`src/rtl/div5_seq_ctrl.sv`:
```
`default_nettype none
// ============================================================================
// Module   : div5_seq_ctrl (with helper cla5_bit)
// Brief    : 5-bit unsigned restoring divider sequencer, one quotient bit per
//            clock on a shared carry-lookahead subtractor.
// Revision : 1.0 - initial release
// ============================================================================

module cla5_bit (
    input  logic [4:0] i_a,
    input  logic [4:0] i_b,
    input  logic       i_c0,
    output logic [4:0] o_sum,
    output logic       o_c_out
);
    logic [4:0] w_g;
    logic [4:0] w_p;
    logic [5:0] w_c;

    assign w_g = i_a & i_b;
    assign w_p = i_a ^ i_b;

    // Flat lookahead carries: every carry is a two-level function of g/p/c0.
    assign w_c[0] = i_c0;
    assign w_c[1] = w_g[0] | (w_p[0] & i_c0);
    assign w_c[2] = w_g[1] | (w_p[1] & w_g[0]) | (w_p[1] & w_p[0] & i_c0);
    assign w_c[3] = w_g[2] | (w_p[2] & w_g[1]) | (w_p[2] & w_p[1] & w_g[0])
                  | (w_p[2] & w_p[1] & w_p[0] & i_c0);
    assign w_c[4] = w_g[3] | (w_p[3] & w_g[2]) | (w_p[3] & w_p[2] & w_g[1])
                  | (w_p[3] & w_p[2] & w_p[1] & w_g[0])
                  | (w_p[3] & w_p[2] & w_p[1] & w_p[0] & i_c0);
    assign w_c[5] = w_g[4] | (w_p[4] & w_g[3]) | (w_p[4] & w_p[3] & w_g[2])
                  | (w_p[4] & w_p[3] & w_p[2] & w_g[1])
                  | (w_p[4] & w_p[3] & w_p[2] & w_p[1] & w_g[0])
                  | (&w_p & i_c0);

    assign o_sum   = w_p ^ w_c[4:0];
    assign o_c_out = w_c[5];
endmodule

module div5_seq_ctrl #(
    parameter int               DATA_W       = 5,
    parameter logic [DATA_W-1:0] DBZ_QUOTIENT = 5'h1F
) (
    input  logic              clk,
    input  logic              reset,
    input  logic              in_valid,
    output logic              in_ready,
    input  logic [DATA_W-1:0] dividend,
    input  logic [DATA_W-1:0] divisor,
    output logic              out_valid,
    input  logic              out_ready,
    output logic [DATA_W-1:0] quotient,
    output logic [DATA_W-1:0] remainder,
    output logic              div_by_zero,
    output logic              busy
);
    localparam logic [1:0] c_ST_IDLE  = 2'd0;
    localparam logic [1:0] c_ST_ITER  = 2'd1;
    localparam logic [1:0] c_ST_DONE  = 2'd2;
    localparam logic [2:0] c_LAST_STEP = 3'd4;

    logic [1:0]        r_state;
    logic [2:0]        r_count;
    logic [DATA_W-1:0] r_d;
    logic [DATA_W-1:0] r_q;
    logic [DATA_W-1:0] r_r;
    logic [DATA_W-1:0] r_quotient;
    logic [DATA_W-1:0] r_remainder;
    logic              r_dbz;
    logic              r_out_valid;

    logic [DATA_W:0]   w_s;
    logic [DATA_W-1:0] w_diff;
    logic              w_c_out;
    logic              w_ok;
    logic [DATA_W-1:0] w_r_next;
    logic [DATA_W-1:0] w_q_next;

    // Shift the next dividend bit into the partial remainder, then trial-subtract.
    assign w_s = {r_r, r_q[DATA_W-1]};

    cla5_bit u_sub (
        .i_a     (w_s[DATA_W-1:0]),
        .i_b     (~r_d),
        .i_c0    (1'b1),
        .o_sum   (w_diff),
        .o_c_out (w_c_out)
    );

    // Bit 5 set means S >= 32 > D, so the subtraction always succeeds there.
    assign w_ok     = w_s[DATA_W] | w_c_out;
    assign w_r_next = w_ok ? w_diff : w_s[DATA_W-1:0];
    assign w_q_next = {r_q[DATA_W-2:0], w_ok};

    always_ff @(posedge clk or posedge reset) begin
        if (reset) begin
            r_state     <= c_ST_IDLE;
            r_count     <= 3'd0;
            r_d         <= '0;
            r_q         <= '0;
            r_r         <= '0;
            r_quotient  <= '0;
            r_remainder <= '0;
            r_dbz       <= 1'b0;
            r_out_valid <= 1'b0;
        end else begin
            case (r_state)
                c_ST_IDLE: begin
                    if (in_valid) begin
                        r_d     <= divisor;
                        r_q     <= dividend;
                        r_r     <= '0;
                        r_count <= 3'd0;
                        if (divisor == '0) begin
                            r_state     <= c_ST_DONE;
                            r_quotient  <= DBZ_QUOTIENT;
                            r_remainder <= dividend;
                            r_dbz       <= 1'b1;
                        end else begin
                            r_state <= c_ST_ITER;
                        end
                    end
                end
                c_ST_ITER: begin
                    r_r     <= w_r_next;
                    r_q     <= w_q_next;
                    r_count <= r_count + 3'd1;
                    if (r_count == c_LAST_STEP) begin
                        r_state     <= c_ST_DONE;
                        r_quotient  <= w_q_next;
                        r_remainder <= w_r_next;
                        r_dbz       <= 1'b0;
                        r_out_valid <= 1'b1;
                    end
                end
                c_ST_DONE: begin
                    // Divide-by-zero enters DONE with out_valid still low; raise it one edge later.
                    if (!r_out_valid) begin
                        r_out_valid <= 1'b1;
                    end else if (out_ready) begin
                        r_out_valid <= 1'b0;
                        r_state     <= c_ST_IDLE;
                    end
                end
                default: r_state <= c_ST_IDLE;
            endcase
        end
    end

    assign in_ready    = (r_state == c_ST_IDLE);
    assign busy        = (r_state == c_ST_ITER);
    assign out_valid   = r_out_valid;
    assign quotient    = r_quotient;
    assign remainder   = r_remainder;
    assign div_by_zero = r_dbz;
endmodule

`default_nettype wire

```
`config.mk`:
```
export PLATFORM = sky130hd
export DESIGN_NAME = div5_seq_ctrl
export DESIGN_NICKNAME = d
export VERILOG_FILES = /design/src/rtl/div5_seq_ctrl.sv
export SDC_FILE = /design/constraint.sdc
export NUM_CORES = 1
export LEC_CHECK = 0
export CAP_MARGIN = 5
export CORE_UTILIZATION = 52
export CTS_CLUSTER_SIZE = 16
export DETAILED_ROUTE_END_ITERATION = 8
export GPL_TIMING_DRIVEN = 0
export PLACE_DENSITY = 0.78
export SLEW_MARGIN = 15
export SYNTH_ARGS = -nofsm -noshare
export SYNTH_HDL_FRONTEND = slang
export SYNTH_SLANG_ARGS = --single-unit
```
`constraint.sdc`:
```
create_clock -name clk -period 2.4 [get_ports clk]
set_clock_uncertainty 0.05 [all_clocks]
set_input_delay 0.48 -clock clk [delete_from_list [all_inputs] [get_ports clk]]
set_output_delay 0.48 -clock clk [all_outputs]
set_load 0.1 [all_outputs]
```
==> run_results.csv, run 1 <==
group,metric,value,unit
outcome,status,"complete, no violations",
final_layout,fin_nets,230,
routing,drc_errors,0,
synthesis,synth_warnings,0,
cts,cts.path.max_buffers,2,
synthesis,synth_area,0.00167,sq mm
synthesis,synth-seq-cells,32,
final_layout,drive_gt1_frac,0.120,
synthesis,avgSynthCellArea,9.59,sq um
setup_path,reg2reg_slack,300,ps
routing,first_pass_iters,5,
synthesis,yosysSeqAreaShare,0.480,
final_layout,area_growth,23.8,%
synthesis,synth_fp_nets,196,
placed_design,gp_congestion,0.865,
routing,drtIter0Drc,60,
timing,final_hold_viol_count,0,
cts,cts-buffers-inserted,5,
routing,vias_per_cell,5.38,
final_layout,diodes,0,
floorplan,start_util,0.547,
timing,slew_viol_final,0,
final_layout,final_cell_mix,"dfrtp_1, nand2_1, o21ai_0, clkdlybuf4s50_1, nor2_1",
cts,h-tree-depth,2,
timing,timing.fmax,0.426,GHz
cts,clk_pin_slew,100,ps
global_route,grt_pass1_vias,1443,
setup_path,cp-end-kind,"output pin",
timing,tightest_slew,983,ps
synthesis,synthCells,174,
timing,max_slew_margin,0.344,
global_route,grt_remaining_overflow,0,
routing,ant_nets,0,
floorplan,die-area,0.00344,sq mm
cts,cts.sinks,32,
setup_path,cp_data_required_time,1870,ps
final_layout,post-route-util,0.677,
global_route,grt_max_degree,33,
floorplan,fp-row-count,20,
global_route,grt_usage,0.249,
floorplan,io_pins,28,
floorplan,die_w,58.7,um
setup_path,crit_arrival,1820,ps
timing,rsz0062_at_grt,"false",
cts,insertion_delay,340,ps
run,cap_violations,0,
routing,wl_per_cell,14.9,um
routing,dr_total_vias,1360,
cts,holdBufCountCts,0,
cts,cts_tree,"built",
setup_path,timing_worst_setup_path_type,"reg2out",
placed_design,port_buffers,27,
timing,period_needed,2350,ps
timing,setup_tns,0,ps
cts,cts_root_buffer,"clkbuf_4",
setup_path,startpoint_type,"flop",
timing,setup_viol,0,
setup_path,slowest_delay,1130,ps
worst_hold_path,hp-class,"reg2reg",
setup_path,worst-path-buf-inv,1,
routing,routed_wl,3760,um
timing,period_share,0.979,
setup_path,cpMaxStageDelayCell,"clkdlybuf4s50_1",
synthesis,synth_cell_types,37,
setup_path,path_cells,"clkdlybuf4s50_1",
floorplan,core_area,0.00305,sq mm
global_route,grt_pass1_wl,6280,um
setup_path,cp_max_fo,2,
global_route,antenna_found_initial,0,
final_layout,final_common_cell,"dfrtp_1",
floorplan,die-height,58.7,um
setup_path,crit_family,"buffers and inverters",
placed_design,dp.final_hpwl,2770,um
## sequential cells by signal, summed over array words and instances, names as in the netlist
register / count
r_q: 5
div_by_zero: 1
quotient: 5
r_count: 3
r_state: 2
out_valid: 1
r_d: 5
remainder: 5
r_r: 5
## logic make-up (layout without fill, tap and decap cells)
kind of cell	Yosys count	after routing	synth area share
flip-flops	32	32	0.480
AND/OR/NAND/NOR	57	57	0.168
adder cells (fa/ha/maj)	8	8	0.0600
multiplexers	6	6	0.0360
buffers and inverters	21	56	0.0615
AO/OA/AOI/OAI	46	46	0.174
XOR/XNOR	4	4	0.0210
## final timing paths
check / depth (start not counted) / startpoint / endpoint
min in group asynchronous: 2 / reset / quotient[4]
min reg2reg: 2 / quotient[1] / quotient[1]
max reg2reg: 6 / r_q[4] / remainder[1]
min: 2 / quotient[1] / quotient[1]
max: 1 / quotient[1] / quotient[1]
max in group asynchronous: 2 / reset / remainder[1]
## area by class of cell
type                    count  area [sq um]
plain buffers               8          51.3
clock buffers               6          51.3
clock inverters             2          10.0
fillers                   279           987
inverters                  13          51.3
multi-input cells         121           768
flip-flops and latches     32           801
well taps                  44          55.1
repair buffers             27           278
## stage by stage
stage / cells / setup WS, ps / cell area (sq um) / hold slack (ps)
2_1_floorplan: 174 / 239 / 1670 / 421
3_3_place_gp: 245 / -148 / 2000 / 416
3_5_place_dp: 245 / -154 / 2000 / 420
4_1_cts: 253 / 26.5 / 2060 / 442
5_1_grt: 253 / 9.29 / 2070 / 466
6_report: 253 / 50.4 / 2070 / 439
## synth_stat cells (all sizes together)
master    n  area [sq um]
a211oi    1          7.51
a21o      1          7.51
a21oi    11          58.8
a221oi    1          15.0
a22o      3          26.3
a22oi     4          30.0
a2bb2oi   1          8.76
a32oi     1          8.76
and2      1          6.26
buf       5          40.0
clkbuf    3          11.3
dfrtp    32           801
ha        8           100
inv      13          51.3
mux2i     6          60.1
nand2    29           109
nand2b    2          12.5
nand3     2          10.0
nand3b    1          7.51
nor2     15          63.8
nor2b     3          26.3
nor3      1          5.00
nor4      1          21.3
o21ai    20           104
o21bai    1          7.51
o31a      1          8.76
o31ai     1          7.51
or2b      1          7.51
or4       1          11.3
xor2      4          35.0
## repair_timing
action                                  4_1_cts  5_1_grt
endpoints found under the hold margin         0        0
endpoints found under the setup margin        4       11
setup buffers                                 0        0
gates resized for setup                       6       13
## routing by layer
layer | track usage | wire length [um] | vias to the layer above
met1 | 0.295 | 1590 | 658
met2 | 0.422 | 1930 | 30
met4 | 0.133 | 84 | 0
met3 | 0.0549 | 156 | 12
li1 | - | - | 660
met5 | 0 | 0 | -
Power of run 1 is left out: the tool's default activity adds up to more than one toggle a clock period on the data nets, which glitch-free logic cannot reach.
==> run 2: changes to the inputs <==
- ABC_AREA: not set -> 0
==> results of run 2 <==
No change in the layout: final DEF, timing and power equal those of run 1.
Power of run 2 is left out for the same reason.
==> run 3: changes to the inputs <==
- CORE_UTILIZATION: 52 -> 56
- HOLD_SLACK_MARGIN: not set -> 0.03
- PLACE_DENSITY: 0.78 -> 0.83
- clock period: 2.4 -> 2.8 ns (I/O delays scaled with it)
==> run 3 against run 2 <==
Wire length is 7.7% lower. First-iteration DRC count is 25% lower. Cell area is 0.97% lower. Largest cell class unchanged. Register-to-register slack better by 270 ps.
==> run_results.csv, run 3 (synthesis results as in run 1) <==
group,metric,value,unit
outcome,status,"complete, no violations",
global_route,grt_usage,0.245,
floorplan,core_area,0.00278,sq mm
floorplan,start_util,0.600,
floorplan,die_w,56.6,um
floorplan,io_pins,28,
cts,holdBufCountCts,0,
final_layout,final_common_cell,"dfrtp_1",
final_layout,area_growth,22.6,%
setup_path,cp-end-kind,"output pin",
final_layout,final_cell_mix,"dfrtp_1, nand2_1, clkdlybuf4s50_1, o21ai_0, nor2_1",
routing,wl_per_cell,14.5,um
setup_path,r2r-end,"remainder[2]",
setup_path,reg2reg_from,"r_d[0]",
global_route,grt_max_degree,33,
cts,cts_root_buffer,"clkbuf_4",
worst_hold_path,hold_path_depth,2,
placed_design,gp_congestion,0.812,
timing,max_slew_margin,0.350,
placed_design,pre_cts_ws,175,ps
final_layout,fin_nets,230,
cts,postCtsSetupRepairBufs,0,
final_layout,fillers,214,
final_layout,design_area,0.00205,sq mm
setup_path,cp_max_fo,9,
floorplan,die-area,0.00320,sq mm
run,cap_violations,0,
setup_path,reg2reg_slack,570,ps
placed_design,port_buffers,27,
setup_path,cp_data_required_time,2190,ps
placed_design,place_area,0.00198,sq mm
setup_path,crit_arrival,2080,ps
placed_design,dp_cells,232,
timing,period_needed,2690,ps
placed_design,dp.final_hpwl,2600,um
final_layout,drive_gt1_frac,0.101,
cts,clk_pin_slew,100,ps
global_route,antenna_found_initial,0,
routing,ant_nets,0,
routing,drc_errors,0,
timing,fin_ws,111,ps
final_layout,diodes,0,
setup_path,worstRegToRegCells,7,
timing,slew_viol_final,0,
routing,dr_total_vias,1340,
routing,wl_met3,171,um
routing,routed.top_layer,"met4",
floorplan,die-height,56.6,um
timing,final_hold_viol_count,0,
timing,timing.fmax,0.372,GHz
routing,first_pass_iters,4,
cts,cts-buffers-inserted,5,
cts,ctsResizeCount,1,
timing,setup_viol,0,
worst_hold_path,min_from,"remainder[4]",
routing,route.met2.wl,1720,um
timing,tightest_slew,972,ps
routing,routed_wl,3470,um
global_route,grt_remaining_overflow,0,
setup_path,startpoint_type,"flop",
setup_path,timing_worst_setup_path_type,"reg2out",
cts,cts.sinks,32,
cts,cts.path.max_buffers,2,
timing,setup_tns,0,ps
worst_hold_path,hp-class,"reg2reg",
cts,cts_tree,"built",
routing,vias_per_cell,5.61,
routing,drt-met1-wl,1540,um
global_route,grt_pass1_wl,5890,um
worst_hold_path,min_to,"remainder[4]",
floorplan,fp-row-count,19,
final_layout,fin_cells,239,
cts,h-tree-depth,2,
cts,insertion_delay,330,ps
routing,drtIter0Drc,45,
timing,rsz0062_at_grt,"false",
timing,period_share,0.960,
global_route,grt_pass1_vias,1329,
## run 3: changes by cell type in the layout (fill, tap and decap cells not counted), moves of 2 or more
| cell | before | now |
|---|---|---|
| clkdlybuf4s50_1 | 15 | 25 |
| dlymetal6s2s_1 | 8 | 1 |
| clkinv_2 | 2 | 0 |
| dlygate4sd2_1 | 2 | 0 |
## run 3: final cells by class
class                      instances  area, sq um  area share
sequential                        32          801       0.391
multi-input combinational        121          766       0.374
timing repair buffer              27          273       0.133
clock buffer                       7         65.1      0.0318
buffer                             8         51.3      0.0251
inverter                          13         51.3      0.0251
tap                               31         38.8      0.0190
## run 3: worst max path at each step
| stage | startpoint | to | slack, ps | depth (start not counted) |
|---|---|---|---|---|
| 2_1_floorplan | r_state[0] | r_d[0] | 140 | 5 |
| 3_3_place_gp | r_state[1] | busy | 180 | 5 |
| 3_5_place_dp | r_state[1] | busy | 170 | 5 |
| 4_1_cts | r_state[1] | in_ready | 60 | 3 |
| 5_1_grt | r_state[1] | busy | 30 | 5 |
| 6_report | r_state[1] | busy | 110 | 5 |
## run 3: metal layers
layer / vias to the layer above / global-route usage
met5: - / 0
met4: 0 / 0.0941
met3: 6 / 0.0507
met2: 38 / 0.400
met1: 635 / 0.322
li1: 661 / -
## run 3: critical path: stages, from the launching register on
cell and delay [ps]:
dfrtp_1 370, buf_2 150, nand2b_1 160, buf_6 160, inv_4 80, clkdlybuf4s15_1 820
## run 3: per-stage QoR
stage / hold slack (ps) / util
finish: 444 / 0.735
global route: 480 / 0.735
CTS: 447 / 0.734
detailed placement: 424 / 0.711
global placement: 417 / 0.711
floorplan: 421 / -
Power of run 3 is left out for the same reason.
